<file path="src/rtl/mmio_bridge.sv">
// mmio_bridge: routes miniRV MEM-stage accesses to data RAM or LED/SW/7-seg/timer registers; timer built only with `define TIMER_EN.
// Latency: reads combinational (same cycle), writes commit on the rising clk edge.
// Backpressure: none, every access completes in the cycle it is presented.
module mmio_bridge #(
   parameter int DRAM_AW     = 14,
   parameter int SCAN_CYCLES = 50000,
   parameter int TIMER_DIV   = 100
) (
   input  logic               clk,
   input  logic               rst_n,
   input  logic [31:0]        addr_from_cpu,
   input  logic               we_from_cpu,
   input  logic [31:0]        wdata_from_cpu,
   output logic [31:0]        rdata_to_cpu,
   output logic [DRAM_AW-1:0] dram_adr,
   output logic               dram_we,
   output logic [31:0]        dram_wdin,
   input  logic [31:0]        dram_rd,
   input  logic [23:0]        sw,
   output logic [23:0]        led,
   output logic [7:0]         an,
   output logic [7:0]         seg
);

   localparam logic [11:0] OFF_SEG   = 12'h000;
   localparam logic [11:0] OFF_TIMER = 12'h020;
   localparam logic [11:0] OFF_LED   = 12'h060;
   localparam logic [11:0] OFF_SW    = 12'h070;
   localparam int          SCW       = $clog2(SCAN_CYCLES);

   logic        periph;
   logic [11:0] off;
   logic        wr_seg;
   logic        wr_led;
   logic [31:0] seg_reg;
   logic [31:0] timer_val;
   logic [23:0] sw_meta;
   logic [23:0] sw_sync;
   logic [SCW-1:0] scan_cnt;
   logic [2:0]  idx;
   logic [3:0]  nib;

   assign periph = (addr_from_cpu[31:12] == 20'hFFFFF);
   assign off    = addr_from_cpu[11:0];
   assign wr_seg = we_from_cpu & periph & (off == OFF_SEG);
   assign wr_led = we_from_cpu & periph & (off == OFF_LED);

   assign dram_we   = we_from_cpu & ~periph;
   assign dram_wdin = wdata_from_cpu;
   assign dram_adr  = addr_from_cpu[DRAM_AW+1:2];

   always_ff @(posedge clk or negedge rst_n) begin
      if (!rst_n) begin
         led     <= '0;
         seg_reg <= '0;
         sw_meta <= '0;
         sw_sync <= '0;
      end else begin
         if (wr_led) led <= wdata_from_cpu[23:0];
         if (wr_seg) seg_reg <= wdata_from_cpu;
         sw_meta <= sw;
         sw_sync <= sw_meta;
      end
   end

`ifdef TIMER_EN
   localparam int PW = (TIMER_DIV > 1) ? $clog2(TIMER_DIV) : 1;

   logic          wr_timer;
   logic [PW-1:0] pre;
   logic          pre_wrap;

   assign wr_timer = we_from_cpu & periph & (off == OFF_TIMER);
   assign pre_wrap = (pre == PW'(TIMER_DIV - 1));

   // A CPU write restarts the prescaler and wins over a same-cycle tick.
   always_ff @(posedge clk or negedge rst_n) begin
      if (!rst_n) begin
         pre       <= '0;
         timer_val <= '0;
      end else if (wr_timer) begin
         pre       <= '0;
         timer_val <= wdata_from_cpu;
      end else if (pre_wrap) begin
         pre       <= '0;
         timer_val <= timer_val + 32'd1;
      end else begin
         pre <= pre + 1'b1;
      end
   end
`else
   assign timer_val = '0;
`endif

   always_ff @(posedge clk or negedge rst_n) begin
      if (!rst_n) begin
         scan_cnt <= '0;
         idx      <= '0;
      end else if (scan_cnt == SCW'(SCAN_CYCLES - 1)) begin
         scan_cnt <= '0;
         idx      <= idx + 3'd1;
      end else begin
         scan_cnt <= scan_cnt + 1'b1;
      end
   end

   // Display path is combinational from seg_reg so writes show up without restarting the scan.
   assign an  = ~(8'b1 << idx);
   assign nib = seg_reg[{idx, 2'b00} +: 4];

   always_comb begin
      seg = 8'hFF;
      case (nib)
         4'h0: seg = 8'hC0;
         4'h1: seg = 8'hF9;
         4'h2: seg = 8'hA4;
         4'h3: seg = 8'hB0;
         4'h4: seg = 8'h99;
         4'h5: seg = 8'h92;
         4'h6: seg = 8'h82;
         4'h7: seg = 8'hF8;
         4'h8: seg = 8'h80;
         4'h9: seg = 8'h90;
         4'hA: seg = 8'h88;
         4'hB: seg = 8'h83;
         4'hC: seg = 8'hC6;
         4'hD: seg = 8'hA1;
         4'hE: seg = 8'h86;
         default: seg = 8'h8E;
      endcase
   end

   always_comb begin
      rdata_to_cpu = dram_rd;
      if (periph) begin
         case (off)
            OFF_SEG:   rdata_to_cpu = seg_reg;
            OFF_TIMER: rdata_to_cpu = timer_val;
            OFF_LED:   rdata_to_cpu = {8'h0, led};
            OFF_SW:    rdata_to_cpu = {8'h0, sw_sync};
            default:   rdata_to_cpu = '0;
         endcase
      end
   end

endmodule

</file>
<file path="config.mk">
export PLATFORM = sky130hd
export DESIGN_NAME = mmio_bridge
export DESIGN_NICKNAME = d
export VERILOG_FILES = /design/src/rtl/mmio_bridge.sv
export SDC_FILE = /design/constraint.sdc
export NUM_CORES = 1
export LEC_CHECK = 0
export CAP_MARGIN = 40
export CORE_MARGIN = 2
export CORE_UTILIZATION = 40
export CTS_BUF_LIST = sky130_fd_sc_hd__clkbuf_16
export DETAILED_ROUTE_END_ITERATION = 7
export PLACE_DENSITY = 0.77
export SETUP_SLACK_MARGIN = 0.15
export SYNTH_ARGS = -nofsm -noshare
export SYNTH_HDL_FRONTEND = slang
export SYNTH_SLANG_ARGS = --single-unit
</file>
<file path="constraint.sdc">
create_clock -name clk -period 2.5 [get_ports clk]
set_input_delay 0.25 -clock clk [delete_from_list [all_inputs] [get_ports clk]]
set_output_delay 0.25 -clock clk [all_outputs]
set_load 0.02 [all_outputs]
</file>
Yosys cells after proc, flatten, opt, wreduce, memory -nomap -nowiden
Memories as Yosys holds them, arrays and structs flattened.
Cells that the tools add are included.

cells by class
  shifts and indexed selects = 2
  equal/unequal tests = 4
  bitwise logic cells = 6
  add/subtract/negate cells = 2
  reductions and logical operators = 1
  multiplexer cells = 3

operators with widths
  cell                   number
  $pmux 32 s3            1
  $mux 32                1
  $shiftx 32x6->4        1
  $eq 12x7->1 const B    2
  $eq 20x20->1 const B   1
  $add 16x1->16 const B  1
  $eq 16x16->1 const B   1
  $mux 16                1
  $logic_not 12->1       1
  $not 8->8              1
  $shl 1x3->8 const A    1
  $and 1x1->1            4
  $add 3x1->3 const B    1
  $not 1->1              1

storage, ports and cells
  output and inout port bits = 119
  flip-flop bits (word level) = 123
  word-level logic and storage cells = 25
  memory bits (read-only) = 112
  input bits = 123
  memories = 1

memory list
  memory           words  bits a word  read ports  clocked after memory_dff  wr ports  line  source
  (no name shown)  16     7            1           0                         0         113   case (nib)

Logic depth before layout (Yosys ltp)
Gate-level depths: netlist of run 1.

  depth in word-level cells = 3
  depth in mapped cells = 8
  depth with buffers taken out = 7

Worst setup path before layout of run 1
Ideal clock, no wire load.

  kind = reg2out
  from = register idx[0]
  to = output seg[4]
  setup slack = -0.279 ns
  path buffers = 1
  stages on the path, launching flop included = 8
  data arrival time = 2.529 ns
  data required time = 2.250 ns
  cell sequence = dfrtp_1 > buf_2 > mux4_2 > mux2i_1 > inv_1 > ha_1 > mux2_2 > o21ai_0

between the ends
  word-level cells in the longest chain between the ends = 2

RTL lines
  what                    line  source
  from (decl)             40    logic [2:0] idx;
  from (signal assigned)  101   idx <= idx + 3'd1;
  $shiftx 32x6->4         109   assign nib = seg_reg[{idx, 2'b00} +: 4];
  $mem_v2 16x7            -
  to (decl)               22    output logic [7:0] seg

Every way passes these cells.

Final worst setup path of run 1
  from = register idx[0]
  to = output seg[3]

Same word-level chain as after synthesis.

==> results of run 1 <==
## kinds of logic after synthesis
| family | synth area share [%] |
|---|---|
| AO/OA/AOI/OAI | 8.23 |
| multiplexers | 19.6 |
| flip-flops | 50.9 |
| adder cells (fa/ha/maj) | 2.69 |
| XOR/XNOR | 1.88 |
| buffers and inverters | 8.30 |
| AND/OR/NAND/NOR | 8.36 |
| other | 0.0620 |
## how the worst max path moves through the flow
stage	start	end	slack [ns]	depth (start not counted)
global placement	addr_from_cpu[9]	rdata_to_cpu[30]	-0.63	7
detailed placement	addr_from_cpu[9]	rdata_to_cpu[5]	-0.65	7
CTS	idx[0]$_DFFE_PN0N_	seg[3]	-0.36	9
finish	idx[0]$_DFFE_PN0N_	seg[3]	-0.36	9
floorplan	idx[0]$_DFFE_PN0N_	seg[0]	0.15	6
global route	idx[0]$_DFFE_PN0N_	seg[3]	-0.44	9
## timing repair
item                       CTS  global route
pin swaps                   34            17
gates resized for setup    330            30
hold endpoints to repair    49             0
hold buffers                 1             0
buffers inserted            20             5
setup endpoints to repair   71            38
gates cloned                 5             1
## routing by layer
metal  up-vias  GRT usage [%]
met5         -              0
met3        36           6.33
li1       2319              -
met4         0           9.05
met2       246           46.5
met1      2620           30.0
## metrics by stage
stage / setup TNS [ns] / instance area (sq um) / util, % / cells
floorplan: 0 / 6110 / - / 494
global placement: -28.84 / 8900 / 60.8 / 918
detailed placement: -30.87 / 8900 / 60.8 / 918
CTS: -2.02 / 10300 / 70.2 / 976
global route: -2.69 / 10400 / 71.2 / 982
finish: -2.15 / 10400 / 71.2 / 982
## cell type report
class                   instances  share of cell area [%]
inverters                      11                   0.396
clock buffers                  17                    4.08
flip-flops and latches        123                    29.5
repair buffers                340                    33.4
clock inverters                15                    1.44
multi-input cells             292                    29.0
well taps                     184                    2.21
## where the power goes
part	switching [mW]	total [mW]	internal, mW
Combinational	0.282	0.633	0.351
Clock	0.924	2.39	1.46
Sequential	0.0124	2.04	2.03
## cell usage in the layout (no fill, tap or decap), drive strengths merged, types with 8 or more instances in the layout
master / synthesis / routed
nor2: 32 / 32
a21oi: 27 / 27
a22o: 9 / 9
buf: 56 / 141
o2bb2ai: 25 / 25
ha: 13 / 13
mux2i: 34 / 34
xor2: 8 / 8
mux2: 59 / 59
nand2: 15 / 15
dlygate4sd2: 0 / 12
clkdlybuf4s50: 0 / 172
inv: 11 / 15
dfrtp: 123 / 123
clkbuf: 12 / 20
mux4: 8 / 8
==> reports/results.tsv, run 1 <==
metric	value	unit
R2R Path Start	scan_cnt[0]$_DFF_PN0_	
CTS sink count	123	
Arr. time, crit path	2.61	ns
Tmin final	2.86	ns
H-tree depth	4	
Mapped Area	6050	sq um
Unique masters post-synth	45	
input/output buffers	240	
vias in the first global route	5732	
Buf/Inv on CP	5	
failing checks	negative setup slack	
Post-DP HPWL	13.6	mm
R2R depth	5	
Sequential Area	3080	sq um
final slew viol count	0	
area share of the largest cell type after synthesis	50.9	%
worst slew pin tran	0.671	ns
worst vdd ir	0.472	mV
overall power	5.06	mW
CP top delay family	multiplexers	
Pre-antenna DRT Iters	5	
Synth Warn #	0	
clk root buf	clkbuf_16	
Worst setup EP type	output pin	
Final nets	921	
Post-Syn Instances	494	
startpoint of the worst hold path	sw[17]	
die width	127	microns
CTS tree	done	
area taken by multi-input logic gates	3020	sq um
Synth area leader	dfrtp_1	
vias	5221	
Initial Utilization	41.3	%
WL met1	7.86	mm
residual DRC count	0	
Worst-Skew Late Latency	0.41	ns
WP data required	2.25	ns
full die area	16100	sq um
Routed wire per std cell	21.2	microns
outcome	finished, violations left	
Crit-path slowest cell	mux4_2	
Pwr Density	486	nW/um^2
Tcrit/Tclk final	114	%
main area contributors after synthesis	dfrtp_1, mux2_2, buf_4	
Async S/R FF share, synth	100	%
Die Ht	127	microns
Top Layer Used	met4	
WHS	0.275	ns
vias per cell	5.32	
Syn Area/Cell	12.2	sq um
Total GRT Usage	25.8	%
final setup fails	7	
post-synthesis sequential area ratio	50.9	%
CTS buffer count	17	
Worst setup SP type	flop	
Overflow after GRT	0	
Hold Vio Cnt, Final	0	
RR Endpoint	scan_cnt[9]$_DFF_PN0_	
Clk pin slew, worst setup/hold paths	0.06	ns
worst-path fanout max	5	
worst-path cell chain	buf_12 -> buf_12 -> mux4_2 -> mux2i_4 -> buf_6 -> buf_6 -> mux2i_2 -> mux2i_2 -> buf_4	
CORE AREA	14600	sq um
first-pass GRT wire length	31.7	mm
CTS Buffer Depth	2	
number of synthesized flops with an enable pin	0	
Worst R2R Setup Slack	0.76	ns
# rows	44	
most numerous cell in the Yosys netlist	dfrtp_1	
met3 WL	1.39	mm
GP Congestion	0.821	
Fill cells	952	
FMAX	350	MHz
Hold EP	sw_meta[17]$_DFF_PN0_	
classification of the worst-slack hold path	input port to flop	
largest net degree at the start of global routing	52	
Primary FF master, synth	dfrtp_1	
Final Routed Wirelength	20.8	mm
share of layout cells above drive strength 1	37.1	%
Met2 Wirelength	11.0	mm
slowest stage delay, CP	0.56	ns
most frequent cells after synthesis	dfrtp_1, mux2_2, buf_4	
worst rel slew slack	55.2	%
Ports	242	
Yosys reg bits	123	
Post-DRT Antenna Nets	0	
Leak	4.70	nW
clock skew	0.00549	ns
Largest register FFs	32	
RSZ-0062 raised after global routing	yes	
initial antenna violation count	0	
antenna cells	0	
Min-Delay Path Depth	1	
setup ws final	-0.360	ns
P&R area growth vs syn	72.4	%
DP Worst Slack	-0.652	ns
post-synth net total	630	
DR iter-0 viols	247	
WS Path Type	flop to output pin	
maxcap violations	0	
(Power assumes the default switching activity.)
==> inputs of run 2 (changes only) <==
- REMOVE_ABC_BUFFERS: unset -> 1
- clock period: 2.5 -> 2.4 ns (I/O delays scaled with it)
==> run 2 against run 1 <==
The run still ends with negative setup slack left. Combinational power is 7.7% lower. Clock skew is 0.0011 ns higher. Register-to-register slack worse by 0.06 ns. Global-route usage is 3.8 points lower.
==> reports/results.tsv, run 2 (synthesis gave the netlist of run 1 again) <==
metric	value	unit	change
initial antenna violation count	0		unchanged
CTS Buffer Depth	2		unchanged
Fill cells	1144		was 952
die width	127	microns	unchanged
final setup fails	7		unchanged
RSZ-0062 raised after global routing	yes		unchanged
Pwr Density	519	nW/um^2	was 486 nW/um^2
H-tree depth	4		unchanged
FMAX	341	MHz	
share of layout cells above drive strength 1	32.7	%	was 37.1%
input/output buffers	240		unchanged
most frequent cells in the layout	clkdlybuf4s50_1, dfrtp_1, buf_4, mux2_2, nor2_1		was clkdlybuf4s50_1, dfrtp_1, buf_4, mux2_2, buf_6
final slew viol count	0		unchanged
Hold Vio Cnt, Final	0		unchanged
maxcap violations	0		unchanged
vias	4934		was 5221
Tmin final	2.93	ns	
Arr. time, crit path	2.69	ns	was 2.61 ns
first-pass GRT wire length	27.3	mm	was 31.7 mm
Post-DRT Antenna Nets	0		unchanged
residual DRC count	0		unchanged
GP Congestion	0.769		was 0.821
Final nets	909		was 921
outcome	finished, violations left		unchanged
DR iter-0 viols	133		was 247
cell area after layout	9560	sq um	was 10400 sq um
Post-Route Setup TNS	-3.06	ns	was -2.15 ns
Overflow after GRT	0		unchanged
P&R area growth vs syn	58.0	%	was 72.4%
Sequential Area	3080	sq um	unchanged
CORE AREA	14600	sq um	unchanged
Ports	242		unchanged
WP data required	2.16	ns	was 2.25 ns
clk root buf	clkbuf_16		unchanged
CTS buffer count	17		unchanged
# rows	44		unchanged
Leak	4.44	nW	was 4.70 nW
clock skew	0.00661	ns	was 0.00549 ns
setup ws final	-0.534	ns	was -0.360 ns
Die Ht	127	microns	unchanged
Post-DP HPWL	12.5	mm	was 13.6 mm
WHS	0.232	ns	was 0.275 ns
failing checks	negative setup slack		unchanged
vias per cell	5.10		was 5.32
Pre-antenna DRT Iters	4		was 5
classification of the worst-slack hold path	input port to asynchronous set/reset pin		was input port to flop
vias in the first global route	5310		was 5732
antenna cells	0		unchanged
Clk pin slew, worst setup/hold paths	0.05	ns	was 0.06 ns
Worst setup SP type	flop		unchanged
Total GRT Usage	22.0	%	was 25.8%
largest net degree at the start of global routing	78		was 52
Largest register FFs	32		unchanged
Cell Area, Placed	8860	sq um	was 8900 sq um
Final Routed Wirelength	17.4	mm	was 20.8 mm
CTS tree	done		unchanged
Routed wire per std cell	18.0	microns	was 21.2 microns
commonest non-fill, non-tap cell in the layout	clkdlybuf4s50_1		unchanged
Worst-Skew Late Latency	0.41	ns	about the same
WS Path Type	flop to output pin		unchanged
overall power	4.96	mW	was 5.06 mW
area taken by multi-input logic gates	2630	sq um	was 3020 sq um
CTS sink count	123		unchanged
Tcrit/Tclk final	122	%	
full die area	16100	sq um	unchanged
Initial Utilization	41.3	%	unchanged
Worst setup EP type	output pin		unchanged
worst vdd ir	0.475	mV	was 0.472 mV
worst-path fanout max	4		was 5
-- run 2: changes by cell type in the layout (fill, tap and decap cells not counted), moves of 5 or more --
cell             previous run  this run
clkinv_1                    1         6
buf_2                       5        30
dlygate4sd2_1              12        21
o2bb2ai_1                   4        24
buf_6                      45        26
o2bb2ai_4                  16         0
clkdlybuf4s50_1           172       164
-- run 2: worst max-delay path, cell delays in order, from the launching register on --
cell and delay (ns):
dfrtp_1 0.42, buf_12 0.14, mux4_2 0.54, mux2i_2 0.22
buf_6 0.16, inv_4 0.05, ha_4 0.17, and3_1 0.14
a211o_1 0.30, buf_6 0.14
-- run 2: what timing repair did --
action,CTS,global route
endpoints found under the setup margin,80,33
endpoints found under the hold margin,13,0
hold buffers,1,0
gates resized for setup,264,32
pin swaps,19,13
buffers inserted,10,5
-- run 2: path summary, 6_finish.rpt --
kind                                       start                       to  slack, ns  depth (start not counted)
max reg2reg                scan_cnt[0]$_DFF_PN0_    scan_cnt[9]$_DFF_PN0_       0.70                          5
min                                        rst_n    sw_meta[16]$_DFF_PN0_       0.23                          2
max in group asynchronous                  rst_n  seg_reg[18]$_DFFE_PN0P_       1.47                          3
max                           idx[0]$_DFFE_PN0N_                   seg[0]      -0.53                          9
min reg2reg                 sw_meta[4]$_DFF_PN0_     sw_sync[4]$_DFF_PN0_       0.35                          0
min in group clk                           sw[1]     sw_meta[1]$_DFF_PN0_       0.26                          1
-- run 2: layout make-up --
cell class	instances	share of cell area, %
multi-input cells	292	27.5
flip-flops and latches	123	32.2
clock buffers	17	4.45
well taps	184	2.41
repair buffers	328	32.0
clock inverters	13	0.916
inverters	11	0.458
-- run 2: metrics by stage --
stage,worst slack [ns],util [%],cells
2_1_floorplan,-0.665,-,426
3_3_place_gp,-0.780,60.5,922
4_1_cts,-0.527,64.9,963
3_5_place_dp,-0.794,60.5,922
6_report,-0.534,65.3,968
5_1_grt,-0.623,65.3,968
-- run 2: routing by layer --
layer  GRT usage [%]  vias up  wire length, microns  share of wire (%)
met5               0        -                     0                  0
met2            38.6      210                  8840                 51
met4            8.53        0                   363                2.1
met1            26.0     2396                  7100                 41
met3            5.53       24                  1090                6.3
li1                -     2304                     -                  -
-- run 2: where the power goes --
part	switching, mW	total, mW	internal, mW
Clock	0.869	2.24	1.38
Combinational	0.268	0.584	0.316
Sequential	0.0115	2.13	2.12
Total	1.15	4.96	3.81
